--- src/rtl/ysyx_24080014_ifu.sv ---
// ysyx_24080014_ifu - instruction fetch unit.
// Issues one read per instruction on a valid/ready read channel, keeps the
// fetched word until decode accepts it, then strobes pc_ready_o so the PC
// register advances. Only one instruction is in flight at a time.
//
// Optional feature: define YSYX_24080014_IFU_MISALIGN_CHK_EN to enable the
// misaligned-PC check. A PC with pc[1:0] != 0 then skips the bus and is
// delivered straight to HOLD as a NOP with fault code 2.
module ysyx_24080014_ifu #(
    parameter logic [31:0] RESET_INST = 32'h0000_0013
) (
    input  logic        clk_i,
    input  logic        rst_i,
    input  logic        fetch_en_i,
    input  logic [31:0] pc_i,
    output logic        pc_ready_o,
    output logic        arvalid_o,
    input  logic        arready_i,
    output logic [31:0] araddr_o,
    input  logic        rvalid_i,
    output logic        rready_o,
    input  logic [31:0] rdata_i,
    input  logic [1:0]  rresp_i,
    output logic        out_valid_o,
    input  logic        out_ready_i,
    output logic [31:0] inst_o,
    output logic [31:0] inst_pc_o,
    output logic [1:0]  fault_o
);

    typedef enum logic [1:0] {
        IDLE = 2'd0,
        ADDR = 2'd1,
        DATA = 2'd2,
        HOLD = 2'd3
    } state_t;

    localparam logic [1:0] FAULT_NONE     = 2'd0;
    localparam logic [1:0] FAULT_ACCESS   = 2'd1;
    localparam logic [1:0] FAULT_MISALIGN = 2'd2;

    state_t      state_q, state_d;
    logic [31:0] inst_q, inst_d;
    logic [31:0] inst_pc_q, inst_pc_d;
    logic [1:0]  fault_q, fault_d;
    logic        misaligned;

`ifdef YSYX_24080014_IFU_MISALIGN_CHK_EN
    assign misaligned = (pc_i[1:0] != 2'b00);
`else
    assign misaligned = 1'b0;
`endif

    // State and delivered-instruction registers; reset parks the unit idle with a NOP.
    always_ff @(posedge clk_i or posedge rst_i) begin
        if (rst_i) begin
            state_q   <= IDLE;
            inst_q    <= RESET_INST;
            inst_pc_q <= 32'h0;
            fault_q   <= FAULT_NONE;
        end else begin
            state_q   <= state_d;
            inst_q    <= inst_d;
            inst_pc_q <= inst_pc_d;
            fault_q   <= fault_d;
        end
    end

    // Next-state logic: walk IDLE/ADDR/DATA/HOLD, capturing PC on the address handshake and data on the read handshake.
    always_comb begin
        state_d   = state_q;
        inst_d    = inst_q;
        inst_pc_d = inst_pc_q;
        fault_d   = fault_q;
        unique case (state_q)
            IDLE: begin
                if (fetch_en_i) begin
                    state_d = ADDR;
                end
            end
            ADDR: begin
                if (misaligned) begin
                    inst_pc_d = pc_i;
                    inst_d    = RESET_INST;
                    fault_d   = FAULT_MISALIGN;
                    state_d   = HOLD;
                end else if (arready_i) begin
                    inst_pc_d = pc_i;
                    state_d   = DATA;
                end
            end
            DATA: begin
                if (rvalid_i) begin
                    if (rresp_i != 2'b00) begin
                        inst_d  = RESET_INST;
                        fault_d = FAULT_ACCESS;
                    end else begin
                        inst_d  = rdata_i;
                        fault_d = FAULT_NONE;
                    end
                    state_d = HOLD;
                end
            end
            HOLD: begin
                if (out_ready_i) begin
                    state_d = fetch_en_i ? ADDR : IDLE;
                end
            end
            default: begin
                state_d = IDLE;
            end
        endcase
    end

    // Handshake outputs are decoded from the state alone so an async reset clears them in the same cycle.
    always_comb begin
        arvalid_o   = (state_q == ADDR) && !misaligned;
        rready_o    = (state_q == DATA);
        out_valid_o = (state_q == HOLD);
        pc_ready_o  = (state_q == HOLD) && out_ready_i;
    end

    assign araddr_o  = pc_i;
    assign inst_o    = inst_q;
    assign inst_pc_o = inst_pc_q;
    assign fault_o   = fault_q;

endmodule

--- config.mk ---
export PLATFORM = sky130hd
export DESIGN_NAME = ysyx_24080014_ifu
export DESIGN_NICKNAME = d
export VERILOG_FILES = /design/src/rtl/ysyx_24080014_ifu.sv
export SDC_FILE = /design/constraint.sdc
export NUM_CORES = 1
export LEC_CHECK = 0
export ABC_AREA = 1
export BUFFER_PORTS_ARGS = -buffer_cell sky130_fd_sc_hd__buf_2
export CORE_ASPECT_RATIO = 1.25
export CORE_MARGIN = 4
export CORE_UTILIZATION = 39
export DETAILED_ROUTE_END_ITERATION = 8
export PLACE_DENSITY = 0.73
export SLEW_MARGIN = 20
export SYNTH_ARGS = -nofsm -noshare
export SYNTH_HDL_FRONTEND = slang
export SYNTH_SLANG_ARGS = --single-unit
--- constraint.sdc ---
create_clock -name clk_i -period 3.32 [get_ports clk_i]
set_input_delay 0.332 -clock clk_i [delete_from_list [all_inputs] [get_ports clk_i]]
set_output_delay 0.332 -clock clk_i [all_outputs]
set_load 0.03 [all_outputs]
==> results.json <==
{
  "htreeDepth": 3,
  "synth.area.top_cells": "dfrtp_1, nand2_1, buf_4",
  "period_minus_slack_ns": 1.97,
  "start_util": 0.403,
  "postRouteAntennaNets": 0,
  "drtIter0Drc": 58,
  "gp_congestion": 0.802,
  "clock-root-buffer": "clkbuf_8",
  "synth_edf_count": 0,
  "period_share": 0.593,
  "crit_fanout": 30,
  "wire_per_inst_um": 12.7,
  "grt_antenna_before_repair": 0,
  "grt_pass1_vias": 2462,
  "cp.required_ns": 3.53,
  "vias": 2643,
  "synth_area_per_cell_um2": 8.61,
  "slew_headroom": 0.322,
  "synth_nets": 424,
  "clock_latency_ns": 0.33,
  "fin_hold_ws_ns": 0.00557,
  "nets": 561,
  "diodes": 0,
  "synth_area_um2": 3000,
  "skew_ns": 0.00697,
  "cts_tree": "built",
  "synth_top_area_share": 0.534,
  "hold_violations": 0,
  "crit_type": "register to register",
  "wl_met3_um": 677,
  "setup_tns_ns": 0,
  "vdd_drop_max_mv": 0.469,
  "regToRegSetupSlack_ns": 1.35,
  "yosysWarnings": 0,
  "arrival_ns": 2.18,
  "rsz0062_at_grt": "no",
  "std_cell_rows": 35,
  "firstDrtPassIters": 4,
  "top_level_ports": 174,
  "clk_pin_slew_worst_paths_ns": 0.07,
  "coreArea_um2": 7440,
  "crit_path_end_kind": "register",
  "async_flop_share": 1.00,
  "p_per_area_nw_per_um2": 1030,
  "p_total_uw": 3940,
  "synth_top_cell_by_area": "dfrtp_1",
  "ys_ff_latch": 67,
  "viasPerCell": 4.56,
  "cts_sinks": 67,
  "synth_common_cells": "nand2_1, dfrtp_1, buf_4",
  "max-clock-path-buffers": 2,
  "grt_max_degree": 47,
  "top_layer_used": "met4",
  "yosysMostFrequentCell": "nand2_1",
  "tightest_slew_ns": 1.01,
  "die_w_um": 86.4,
  "p_leak_uw": 0.00238,
  "status": "finished, final reports clean",
  "max_freq_ghz": 0.508,
  "die_h_um": 106,
  "wl_met1_um": 2960,
  "synth.yosys.seq_area_share": 0.561,
  "drc": 0,
  "io_buffers": 172,
  "wl_um": 7380,
  "grt_pass1_wl_um": 11400,
  "drive_gt1_frac": 0.404,
  "maxCapViolCount": 0,
  "grt_overflow": 0,
  "hold_class": "input port to async pin",
  "syn_to_final_growth_pct": 28.0,
  "yosysUniqueCellTypes": 17,
  "startpoint_type": "register",
  "met2WireLength_um": 3590,
  "cts_hold_buf": 0,
  "cts_setup_buffers": 0,
  "syn_inst": 348,
  "maxSlewViolCount": 0,
  "setup_viol": 0,
  "synth_ff_type": "dfrtp_1",
  "die-area_um2": 9160,
  "cts_made_buffers": 9,
  "track_usage": 0.158,
  "ctsResizeCount": 0,
  "dp_hpwl_um": 5490
}
==> where the power goes <==
part	switching [uW]	internal, uW	total (uW)	leakage, uW
combinational	1400	525	1920	0.00143
clock	276	345	621	0.0000936
sequential	202	1200	1400	0.000859
total	1870	2070	3940	0.00238
==> cell families after synthesis <==
family,Yosys count,share of synthesized area
adders and majority gates,4,0.0167
buffers and inverters,62,0.133
other,1,0.00125
DFF,67,0.561
AOI/OAI and AO/OA,2,0.00334
and+or+nand+nor,212,0.285
==> cells in the final DEF, fill, tap and decap left out <==
cell        netlist  final
buf_4            34      4
conb_1            1      1
nand3_1          33     33
clkinv_2          1      1
nor2_1           12     12
o21ai_0           2      2
nand3_4           1      1
dfstp_2           3      3
inv_2             1      2
nand3b_1          1      1
dfrtp_1          64     64
clkinvlp_4        0      1
ha_1              4      4
nand2_1         165    165
inv_1            10      9
clkbuf_8          0     13
buf_2            12    172
==> flip-flops by register name (all words and copies together) (netlist names) <==
signal and flops:
fault_o 1, inst_pc_o 32, inst_o 32, state_q 2
==> layout make-up <==
class	instances	area [um^2]
Fill cell	729	3610
Sequential cell	67	1680
Multi-Input combinational cell	219	918
Timing Repair Buffer	176	891
Clock buffer	13	179
Tap cell	92	115
Inverter	12	46.3
Clock inverter	1	7.51
==> worst max-delay path, cell delays in order (launching register included) <==
cell      delay (ns)
dfrtp_1         0.42
inv_1           0.10
ha_1            0.23
nand2_1         0.10
buf_4           0.32
clkinv_2        0.18
nand3_4         0.11
inv_2           0.20
nand2_1         0.13
nand2_1         0.06
==> final timing paths <==
path	from	to	cells past startpoint
worst min register to register	inst_pc_o[7]	inst_pc_o[7]	2
min in group clk_i	rdata_i[18]	inst_o[18]	3
worst max register to register	state_q[0]	inst_o[25]	9
worst max-delay path	state_q[0]	inst_o[25]	9
worst min-delay path	rst_i	inst_pc_o[22]	2
max in group asynchronous	rst_i	inst_o[4]	3
==> metrics by stage <==
stage / instance area (um^2) / utilization / setup slack, ns / cells
6_report: 3840 / 0.515 / 1.35 / 580
5_1_grt: 3840 / 0.515 / 1.18 / 580
4_1_cts: 3840 / 0.515 / 1.35 / 580
3_5_place_dp: 3650 / 0.490 / 1.38 / 566
3_3_place_gp: 3650 / 0.490 / 1.40 / 566
2_1_floorplan: 3000 / - / 1.31 / 348
==> metal layers <==
layer / global-route usage / vias to the layer above
li1: - / 1302
met1: 0.186 / 1199
met2: 0.264 / 130
met3: 0.0364 / 12
met4: 0.0791 / 0
met5: 0 / -
Note: power is estimated with default switching activity, not from simulation.
